===== src/rtl/march_sequencer_if.sv =====
// Bundle between the March C- sequencer, its address generator and the memory under test.
interface march_sequencer_if #(
  parameter int AD_W = 4,
  parameter int DW   = 8
) ();
  logic            start;
  logic [AD_W-1:0] ag_addr;
  logic            ag_carry;
  logic [DW-1:0]   mem_rdata;
  logic            ag_reset;
  logic            ag_preset;
  logic            ag_en;
  logic            ag_up_down;
  logic            mem_we;
  logic            mem_re;
  logic [DW-1:0]   mem_wdata;
  logic            busy;
  logic            done;
  logic            fail;
  logic [AD_W-1:0] fail_addr;
  logic [DW-1:0]   fail_data;

  modport master (
    input  start, ag_addr, ag_carry, mem_rdata,
    output ag_reset, ag_preset, ag_en, ag_up_down, mem_we, mem_re, mem_wdata,
           busy, done, fail, fail_addr, fail_data
  );

  modport slave (
    output start, ag_addr, ag_carry, mem_rdata,
    input  ag_reset, ag_preset, ag_en, ag_up_down, mem_we, mem_re, mem_wdata,
           busy, done, fail, fail_addr, fail_data
  );
endinterface


===== src/rtl/march_sequencer.sv =====
// March C- BIST controller: steps six elements over an external address generator,
// checks read data against the expected background and latches the first failure.
module march_sequencer #(
  parameter int AD_W         = 4,
  parameter int DW           = 8,
  parameter int STOP_ON_FAIL = 0
) (
  input logic               clk,
  input logic               reset,
  march_sequencer_if.master bus
);
  localparam logic [2:0] S_IDLE  = 3'd0;
  localparam logic [2:0] S_SETUP = 3'd1;
  localparam logic [2:0] S_READ  = 3'd2;
  localparam logic [2:0] S_CHECK = 3'd3;
  localparam logic [2:0] S_WRITE = 3'd4;
  localparam logic [2:0] S_NEXT  = 3'd5;
  localparam logic [2:0] S_DONE  = 3'd6;

  logic [2:0]      state, state_nxt;
  logic [2:0]      elem, elem_nxt;
  logic            fail_q;
  logic [AD_W-1:0] fail_addr_q;
  logic [DW-1:0]   fail_data_q;
  logic            active, down, exp_bit, bg, mismatch, start_acc, capture;

  // elem 3,4 are the descending elements; exp/bg follow the March C- table
  assign active    = (state == S_SETUP) || (state == S_READ) || (state == S_CHECK) ||
                     (state == S_WRITE) || (state == S_NEXT);
  assign down      = (elem == 3'd3) || (elem == 3'd4);
  assign exp_bit   = (elem == 3'd2) || (elem == 3'd4);
  assign bg        = (elem == 3'd1) || (elem == 3'd3);
  assign mismatch  = bus.mem_rdata != {DW{exp_bit}};
  assign start_acc = (state == S_IDLE) && bus.start;
  assign capture   = (state == S_CHECK) && mismatch && !fail_q;

  always_comb begin
    state_nxt = state;
    elem_nxt  = elem;
    case (state)
      S_IDLE:  if (bus.start) begin
                 state_nxt = S_SETUP;
                 elem_nxt  = 3'd0;
               end
      S_SETUP: state_nxt = (elem == 3'd0) ? S_WRITE : S_READ;
      S_READ:  state_nxt = S_CHECK;
      S_CHECK: begin
        if ((STOP_ON_FAIL != 0) && mismatch) state_nxt = S_DONE;
        else if (elem == 3'd5)               state_nxt = S_NEXT;
        else                                 state_nxt = S_WRITE;
      end
      S_WRITE: state_nxt = S_NEXT;
      S_NEXT: begin
        if (!bus.ag_carry)      state_nxt = (elem == 3'd0) ? S_WRITE : S_READ;
        else if (elem == 3'd5)  state_nxt = S_DONE;
        else begin
          state_nxt = S_SETUP;
          elem_nxt  = elem + 3'd1;
        end
      end
      S_DONE:  state_nxt = S_IDLE;
      default: state_nxt = S_IDLE;
    endcase
  end

  always_ff @(posedge clk) begin
    if (reset) begin
      state       <= S_IDLE;
      elem        <= 3'd0;
      fail_q      <= 1'b0;
      fail_addr_q <= '0;
      fail_data_q <= '0;
    end else begin
      state <= state_nxt;
      elem  <= elem_nxt;
      if (start_acc) begin
        fail_q      <= 1'b0;
        fail_addr_q <= '0;
        fail_data_q <= '0;
      end else if (capture) begin
        fail_q      <= 1'b1;
        fail_addr_q <= bus.ag_addr;
        fail_data_q <= bus.mem_rdata;
      end
    end
  end

  // direction is held for the whole element so the generator's carry means max/zero
  assign bus.ag_reset   = (state == S_SETUP) && !down;
  assign bus.ag_preset  = (state == S_SETUP) && down;
  assign bus.ag_en      = (state == S_NEXT);
  assign bus.ag_up_down = active && !down;
  assign bus.mem_we     = (state == S_WRITE);
  assign bus.mem_re     = (state == S_READ);
  assign bus.mem_wdata  = (state == S_WRITE) ? {DW{bg}} : '0;
  assign bus.busy       = active;
  assign bus.done       = (state == S_DONE);
  assign bus.fail       = fail_q;
  assign bus.fail_addr  = fail_addr_q;
  assign bus.fail_data  = fail_data_q;
endmodule


===== src/flat_wrapper.sv =====
// flat-port wrapper written by rule: the top's interface ports become plain ports
module march_sequencer_flat 
#(
  parameter int AD_W         = 4,
  parameter int DW           = 8,
  parameter int STOP_ON_FAIL = 0
)
  (clk, reset, bus_start, bus_ag_addr, bus_ag_carry, bus_mem_rdata, bus_ag_reset, bus_ag_preset, bus_ag_en, bus_ag_up_down, bus_mem_we, bus_mem_re, bus_mem_wdata, bus_busy, bus_done, bus_fail, bus_fail_addr, bus_fail_data);
  march_sequencer_if #(.AD_W(AD_W), .DW(DW)) bus_i ();
  input logic clk;
  input logic reset;
  input wire logic [$bits(bus_i.start)-1:0] bus_start;
  input wire logic [$bits(bus_i.ag_addr)-1:0] bus_ag_addr;
  input wire logic [$bits(bus_i.ag_carry)-1:0] bus_ag_carry;
  input wire logic [$bits(bus_i.mem_rdata)-1:0] bus_mem_rdata;
  output wire logic [$bits(bus_i.ag_reset)-1:0] bus_ag_reset;
  output wire logic [$bits(bus_i.ag_preset)-1:0] bus_ag_preset;
  output wire logic [$bits(bus_i.ag_en)-1:0] bus_ag_en;
  output wire logic [$bits(bus_i.ag_up_down)-1:0] bus_ag_up_down;
  output wire logic [$bits(bus_i.mem_we)-1:0] bus_mem_we;
  output wire logic [$bits(bus_i.mem_re)-1:0] bus_mem_re;
  output wire logic [$bits(bus_i.mem_wdata)-1:0] bus_mem_wdata;
  output wire logic [$bits(bus_i.busy)-1:0] bus_busy;
  output wire logic [$bits(bus_i.done)-1:0] bus_done;
  output wire logic [$bits(bus_i.fail)-1:0] bus_fail;
  output wire logic [$bits(bus_i.fail_addr)-1:0] bus_fail_addr;
  output wire logic [$bits(bus_i.fail_data)-1:0] bus_fail_data;
  assign bus_i.start = bus_start;
  assign bus_i.ag_addr = bus_ag_addr;
  assign bus_i.ag_carry = bus_ag_carry;
  assign bus_i.mem_rdata = bus_mem_rdata;
  assign bus_ag_reset = bus_i.ag_reset;
  assign bus_ag_preset = bus_i.ag_preset;
  assign bus_ag_en = bus_i.ag_en;
  assign bus_ag_up_down = bus_i.ag_up_down;
  assign bus_mem_we = bus_i.mem_we;
  assign bus_mem_re = bus_i.mem_re;
  assign bus_mem_wdata = bus_i.mem_wdata;
  assign bus_busy = bus_i.busy;
  assign bus_done = bus_i.done;
  assign bus_fail = bus_i.fail;
  assign bus_fail_addr = bus_i.fail_addr;
  assign bus_fail_data = bus_i.fail_data;
  march_sequencer #(.AD_W(AD_W), .DW(DW), .STOP_ON_FAIL(STOP_ON_FAIL)) u_core (.clk(clk), .reset(reset), .bus(bus_i));
endmodule

===== config.mk =====
export PLATFORM = sky130hd
export DESIGN_NAME = march_sequencer_flat
export DESIGN_NICKNAME = d
export VERILOG_FILES = /design/src/rtl/march_sequencer_if.sv /design/src/rtl/march_sequencer.sv /design/src/flat_wrapper.sv
export SDC_FILE = /design/constraint.sdc
export NUM_CORES = 1
export LEC_CHECK = 0
export BUFFER_PORTS_ARGS = -buffer_cell sky130_fd_sc_hd__buf_4
export CAP_MARGIN = 25
export CORE_MARGIN = 3
export CORE_UTILIZATION = 51
export CTS_BUF_LIST = sky130_fd_sc_hd__clkbuf_16
export DETAILED_ROUTE_END_ITERATION = 7
export PLACE_DENSITY_LB_ADDON = 0.12
export SKIP_CTS_REPAIR_TIMING = 1
export SYNTH_ARGS = -nofsm -noshare
export SYNTH_HDL_FRONTEND = slang
export SYNTH_SLANG_ARGS = --single-unit

===== constraint.sdc =====
create_clock -name clk -period 3.4 [get_ports clk]
set_input_delay 0.34 -clock clk [delete_from_list [all_inputs] [get_ports clk]]
set_output_delay 0.34 -clock clk [all_outputs]
set_load 0.03 [all_outputs]

==> flow_summary_export.csv, run 1 <==
group,metric,value,unit
sta,timing_worst_slew_pin_value,0.979,ns
sta,worst_clock_skew,0.00193,ns
place,placed_wire_length_estimate,1880,um
die,num_rows,16,
detailed_routing,via_density_per_instance,5.39,
logic_synthesis,post-synth-top-area-cell,"sky130_fd_sc_hd__dfxtp_1",
sta,final_max_slew_viol_count,0,
die,die_width,53.5,um
global_route,grt_pass1_wl,4250,um
logic_synthesis,synthDominantCellAreaShare,33.1,%
logic_synthesis,synth_seq_area_share,33.1,%
cells_and_area,final_nets,191,
place,routabilityCongestion,0.773,
cells_and_area,antenna_cells,0,
power_and_ir_drop,power_density,383,mW/mm2
die,floorplan.core_area,0.00204,mm2
detailed_routing,drt_first_iter_violations,23,
status,run_status,"finished clean",
global_route,grt_usage,20.1,%
logic_synthesis,number_of_synthesized_flops_with_an_enable_pin,0,
sta,final-hold-violation-count,0,
power_and_ir_drop,ir_worst_vdd,283,uV
clocking,clock-sinks,19,
clocking,cts_buf_count,3,
logic_synthesis,synth_ff_type,"sky130_fd_sc_hd__dfxtp_1",
sta,worst_slew_margin_rel,34.8,%
clocking,clock_insertion_delay_worst_skew,0.25,ns
setup_path,setup.worst_path.end_class,"primary output",
clocking,htree_levels,1,
sta,layout_min_cycle_time,2.27,ns
detailed_routing,detail-route-antenna-nets,0,
logic_synthesis,ys_seq_elements,19,
die,die_height,53.5,um
clocking,cts_root_buf,"sky130_fd_sc_hd__clkbuf_16",
cells_and_area,postLayoutCellArea,0.00149,mm2
cells_and_area,area_growth_synth_to_finish,29.8,%
logic_synthesis,synth_common_cells,"sky130_fd_sc_hd__nand2_1 (28), sky130_fd_sc_hd__dfxtp_1 (19), sky130_fd_sc_hd__mux2i_1 (14)",
cells_and_area,layout-drive-gt1-share,32.5,%
setup_path,critical_path.startpoint_type,"flip-flop",
global_route,antenna_found_initial,0,
sta,finalSetupViolations,0,
clocking,path_clk_slew,0.06,ns
setup_path,worst_ep_required_time,3.06,ns
cells_and_area,final.fill_count,172,
sta,fin_tns_setup,0,ns
detailed_routing,post_drt_wl_per_cell,13.1,um
hold_path,worst_hold_path_type,"in2reg",
logic_synthesis,async_flop_share,0,%
logic_synthesis,synth_cell_type_count,37,
global_route,total_grt_overflow,0,
sta,final.period_utilization,66.7,%
logic_synthesis,synth-warning-count,0,
logic_synthesis,synth.net_count,157,
global_route,grt_start_max_net_pins,26,
cells_and_area,area_taken_by_multi_input_logic_gates,643,um2
detailed_routing,via_count,1057,
power_and_ir_drop,static-leakage-power,0.619,nW
place,numPortBuffers,44,
logic_synthesis,avgSynthCellArea,8.45,um2
logic_synthesis,synthesis.area,0.00115,mm2
sta,setup_repair_after_global_routing_missed_its_margin,"false",
global_route,grt_pass1_vias,921,
logic_synthesis,library_cell_with_the_highest_instance_count_after_synthesis,"sky130_fd_sc_hd__nand2_1",
logic_synthesis,synthesis.instances,136,
clocking,cts-root-to-sink-buffers,2,
logic_synthesis,synth_top_cells_by_area,"sky130_fd_sc_hd__dfxtp_1 (33%), sky130_fd_sc_hd__mux2i_1 (12%), sky130_fd_sc_hd__nand2_1 (9.1%)",
cells_and_area,register_area,380,um2
detailed_routing,post-route-drc-count,0,
die,fp.dieArea,0.00286,mm2
sta,achievable_clock_frequency,441,MHz
clocking,tritoncts,"done",
detailed_routing,finalWirelength,2560,um
setup_path,timing.critical_path.fanout_max,14,
setup_path,worst-setup-path-type,"reg2out",
place,detailed_place.area,0.00141,mm2
detailed_routing,drt_pass1_iterations,4,
die,pin_count,45,
setup_path,timing.critical_path.arrival,1.93,ns
job,max_cap_viol_count,0,
die,initial_cell_density_of_the_core,56.3,%
==> critical path, cell delays in order (launching register included) <==
cell,delay (ns)
sky130_fd_sc_hd__dfxtp_1,0.57
sky130_fd_sc_hd__inv_1,0.15
sky130_fd_sc_hd__nor3_1,0.24
sky130_fd_sc_hd__nor2b_1,0.46
sky130_fd_sc_hd__buf_4,0.25
==> routing by layer <==
metal	up-vias	GRT usage, %	wire length, um
li1	528	-	-
met1	493	27.6	1180
met2	34	31.4	1200
met3	2	5.07	170
met4	0	3.83	11
met5	-	0	0
==> cells in the final DEF (no fill, tap or decap), types with 2 or more instances in the layout <==
| cell type | count |
|---|---|
| sky130_fd_sc_hd__nand2b_1 | 2 |
| sky130_fd_sc_hd__mux2i_1 | 14 |
| sky130_fd_sc_hd__inv_1 | 6 |
| sky130_fd_sc_hd__nand4_1 | 2 |
| sky130_fd_sc_hd__clkbuf_16 | 3 |
| sky130_fd_sc_hd__nand3_1 | 3 |
| sky130_fd_sc_hd__mux2_2 | 2 |
| sky130_fd_sc_hd__a21oi_1 | 4 |
| sky130_fd_sc_hd__nor2_1 | 6 |
| sky130_fd_sc_hd__nor4_1 | 2 |
| sky130_fd_sc_hd__buf_4 | 44 |
| sky130_fd_sc_hd__nor3_1 | 7 |
| sky130_fd_sc_hd__ha_1 | 5 |
| sky130_fd_sc_hd__nor2b_1 | 2 |
| sky130_fd_sc_hd__nand2_1 | 28 |
| sky130_fd_sc_hd__dfxtp_1 | 19 |
==> per-stage QoR <==
| step | instances | setup slack, ns | hold WS (ns) | utilization [%] | power, mW |
|---|---|---|---|---|---|
| finish | 196 | 1.13 | 0.340 | 73.1 | 0.572 |
| global route | 196 | 0.910 | 0.342 | 73.1 | 0.598 |
| CTS | 196 | 1.12 | 0.343 | 73.1 | 0.576 |
| detailed placement | 192 | 1.35 | 0.453 | 69.1 | 0.328 |
| global placement | 192 | 1.44 | 0.443 | 69.1 | 0.325 |
| floorplan | 136 | 0.720 | 0.481 | - | 0.294 |
==> cell families after synthesis <==
group	count (synthesis)	synth area share (%)
fa+ha+maj	5	5.44
mux	16	14.1
simple gates	60	26.7
buf+inv	21	11.0
compound gates	15	9.69
flops	19	33.1
==> worst paths after layout <==
| path | endpoint | cells after the start | startpoint | slack, ns |
|---|---|---|---|---|
| worst max-delay path | bus_mem_wdata[2] | 4 | u_core.state[2] | 1.13 |
| worst max register to register | u_core.bus.fail_data[7] | 6 | u_core.elem[0] | 1.35 |
| worst min-delay path | u_core.bus.fail_addr[2] | 3 | bus_ag_addr[2] | 0.34 |
| worst min register to register | u_core.bus.fail_data[6] | 2 | u_core.bus.fail_data[6] | 0.46 |
==> state kept, by name (all words and copies together) (netlist names) <==
signal and flops:
u_core.elem 3, u_core.bus.fail_data 8, u_core.bus.fail_addr 4, u_core.bus.fail 1, u_core.state 3
==> report_power, final <==
group	leakage (nW)	internal, mW	switching (mW)
logic	0.428	0.0373	0.0507
clock network	0.0371	0.159	0.0901
registers	0.153	0.226	0.00955
total	0.619	0.422	0.150
==> area by class of cell <==
type | instances | area share (%)
timing repair buffer | 44 | 22.1
clock buffer | 3 | 5.03
multi-input combinational | 96 | 43.1
sequential | 19 | 25.5
inverter | 6 | 1.51
clock inverter | 1 | 0.503
tap | 27 | 2.26
(Power assumes the default switching activity.)
==> run 2: changes to the inputs <==
CORE_UTILIZATION = 48   (was 51)
clock period = 2.1 ns   (was 3.4 ns; I/O delays follow)
==> flow_summary_export.csv, run 2 (synthesized netlist as in run 1, its figures left out) <==
group,metric,value,unit
clocking,path_clk_slew,0.06,ns
detailed_routing,post-route-drc-count,0,
detailed_routing,via_count,1095,
power_and_ir_drop,power.switching,0.235,mW
power_and_ir_drop,static-leakage-power,0.649,nW
sta,timing_worst_slew_pin_value,0.467,ns
setup_path,worst-setup-path-type,"reg2out",
global_route,total_grt_overflow,0,
setup_path,timing.critical_path.arrival,1.71,ns
die,die_width,54.9,um
cells_and_area,layout-drive-gt1-share,36.4,%
cells_and_area,most-common-layout-cells,"sky130_fd_sc_hd__buf_4 (48), sky130_fd_sc_hd__nand2_1 (28), sky130_fd_sc_hd__dfxtp_1 (18)",
clocking,clock_insertion_delay_worst_skew,0.25,ns
sta,layout_min_cycle_time,1.92,ns
setup_path,timing.critical_path.cells,"buf_4 -> nor3_1 -> a21oi_1 -> nor2b_1 -> buf_4",
power_and_ir_drop,power_report.internal_total,0.688,mW
sta,worst_clock_skew,0.00742,ns
power_and_ir_drop,power.clock.fraction,42.2,%
setup_path,timing.critical_path.mode_cell,"sky130_fd_sc_hd__buf_4",
die,initial_cell_density_of_the_core,51.5,%
sta,final.period_utilization,91.6,%
sta,fin_tns_setup,0,ns
setup_path,worst_ep_required_time,1.89,ns
detailed_routing,drt_first_iter_violations,13,
die,num_rows,17,
setup_path,setup.reg_to_reg.worst_slack,0.19,ns
detailed_routing,via_density_per_instance,5.45,
detailed_routing,finalWirelength,2550,um
global_route,grt_util_met2,31.9,%
power_and_ir_drop,comb_power_share,16.5,%
global_route,grt_usage,18.4,%
sta,final_max_slew_viol_count,0,
cells_and_area,final_common_cell,"sky130_fd_sc_hd__buf_4",
detailed_routing,drt_pass1_iterations,4,
sta,setup_repair_after_global_routing_missed_its_margin,"false",
die,pin_count,45,
clocking,htree_levels,1,
global_route,grt_pass1_vias,1021,
clocking,clock-sinks,19,
die,die_height,54.9,um
place,numPortBuffers,44,
clocking,cts_root_buf,"sky130_fd_sc_hd__clkbuf_16",
place,place_inst,197,
sta,final-hold-violation-count,0,
sta,worst_slew_margin_rel,68.6,%
status,run_status,"finished clean",
global_route,gr-usage-met3,4.56,%
global_route,use_met1,21.7,%
global_route,grt_pass1_wl,4150,um
die,fp.dieArea,0.00302,mm2
cells_and_area,final_cells,201,
detailed_routing,post_drt_wl_per_cell,12.7,um
cells_and_area,largest_register_ffs,8,
die,floorplan.core_area,0.00223,mm2
place,routabilityCongestion,0.844,
power_and_ir_drop,ir_worst_vdd,398,uV
cells_and_area,antenna_cells,0,
setup_path,timing.critical_path.slowest_cell_delay,0.42,ns
power_and_ir_drop,power.share.sequential,41.3,%
clocking,tritoncts,"done",
sta,achievable_clock_frequency,520,MHz
global_route,grt-busiest-layer,"met2",
cells_and_area,postLayoutCellArea,0.00154,mm2
setup_path,setup.worst_path.end_class,"primary output",
hold_path,worst_hold_path_type,"in2reg",
cells_and_area,area_growth_synth_to_finish,33.6,%
detailed_routing,detail-route-antenna-nets,0,
place,detailed_place.area,0.00146,mm2
global_route,grt_start_max_net_pins,26,
setup_path,timing.critical_path.fanout_max,10,
clocking,cts-root-to-sink-buffers,2,
global_route,antenna_found_initial,0,
job,max_cap_viol_count,0,
setup_path,critical_path.startpoint_type,"flip-flop",
clocking,cts_buf_count,3,
sta,finalSetupViolations,0,
power_and_ir_drop,power_density,601,mW/mm2
setup_path,critPathSlowestCell,"sky130_fd_sc_hd__nor3_1",
place,placed_wire_length_estimate,1920,um
power_and_ir_drop,switching_share,25.5,%
cells_and_area,final_nets,195,
[run 2: final timing paths]
check                                              from  cells past startpoint                 endpoint
worst max-delay path                    u_core.state[0]                      5           bus_ag_up_down
worst max register to register           u_core.elem[0]                      7  u_core.bus.fail_addr[2]
worst min register to register  u_core.bus.fail_addr[0]                      2  u_core.bus.fail_addr[0]
worst min-delay path                              reset                      2          u_core.state[2]
[run 2: through the flow]
stage | hold WS (ns) | setup slack, ns | utilization, % | power (mW)
floorplan | 0.352 | 0.0610 | - | 0.479
global placement | 0.442 | 0.341 | 65.2 | 0.537
detailed placement | 0.450 | 0.197 | 65.2 | 0.539
CTS | 0.217 | 0.165 | 68.7 | 0.929
global route | 0.220 | 0.0209 | 68.8 | 0.960
finish | 0.214 | 0.176 | 68.8 | 0.923
[run 2: critical path, delay by kind of cell (launching register included)]
family / cells / cell delay, ns
simple gates: 2 / 0.58
flops: 1 / 0.41
buf+inv: 2 / 0.36
compound gates: 1 / 0.12
[run 2: cell type report]
class                   instances  area [um2]
fillers                       191         697
multi-input cells              96         657
flip-flops and latches         19         382
repair buffers                 48         360
clock buffers                   3        75.1
well taps                      28        35.0
inverters                       6        22.5
clock inverters                 1        5.00
[run 2: layer usage]
metal / vias to the layer above / routed length, um / share of wire [%]
met3: 2 / 200 / 7.8
met5: - / 0 / 0
met4: 0 / 14 / 0.55
li1: 542 / - / -
met1: 504 / 1080 / 42
met2: 47 / 1250 / 49
[run 2: power by group through the flow]
stage	Clock, mW	Combinational (mW)	Sequential, mW
finish	0.390	0.152	0.381
detailed placement	0	0.151	0.387
global placement	0	0.150	0.387
global route	0.414	0.165	0.382
floorplan	0	0.101	0.378
CTS	0.397	0.152	0.379
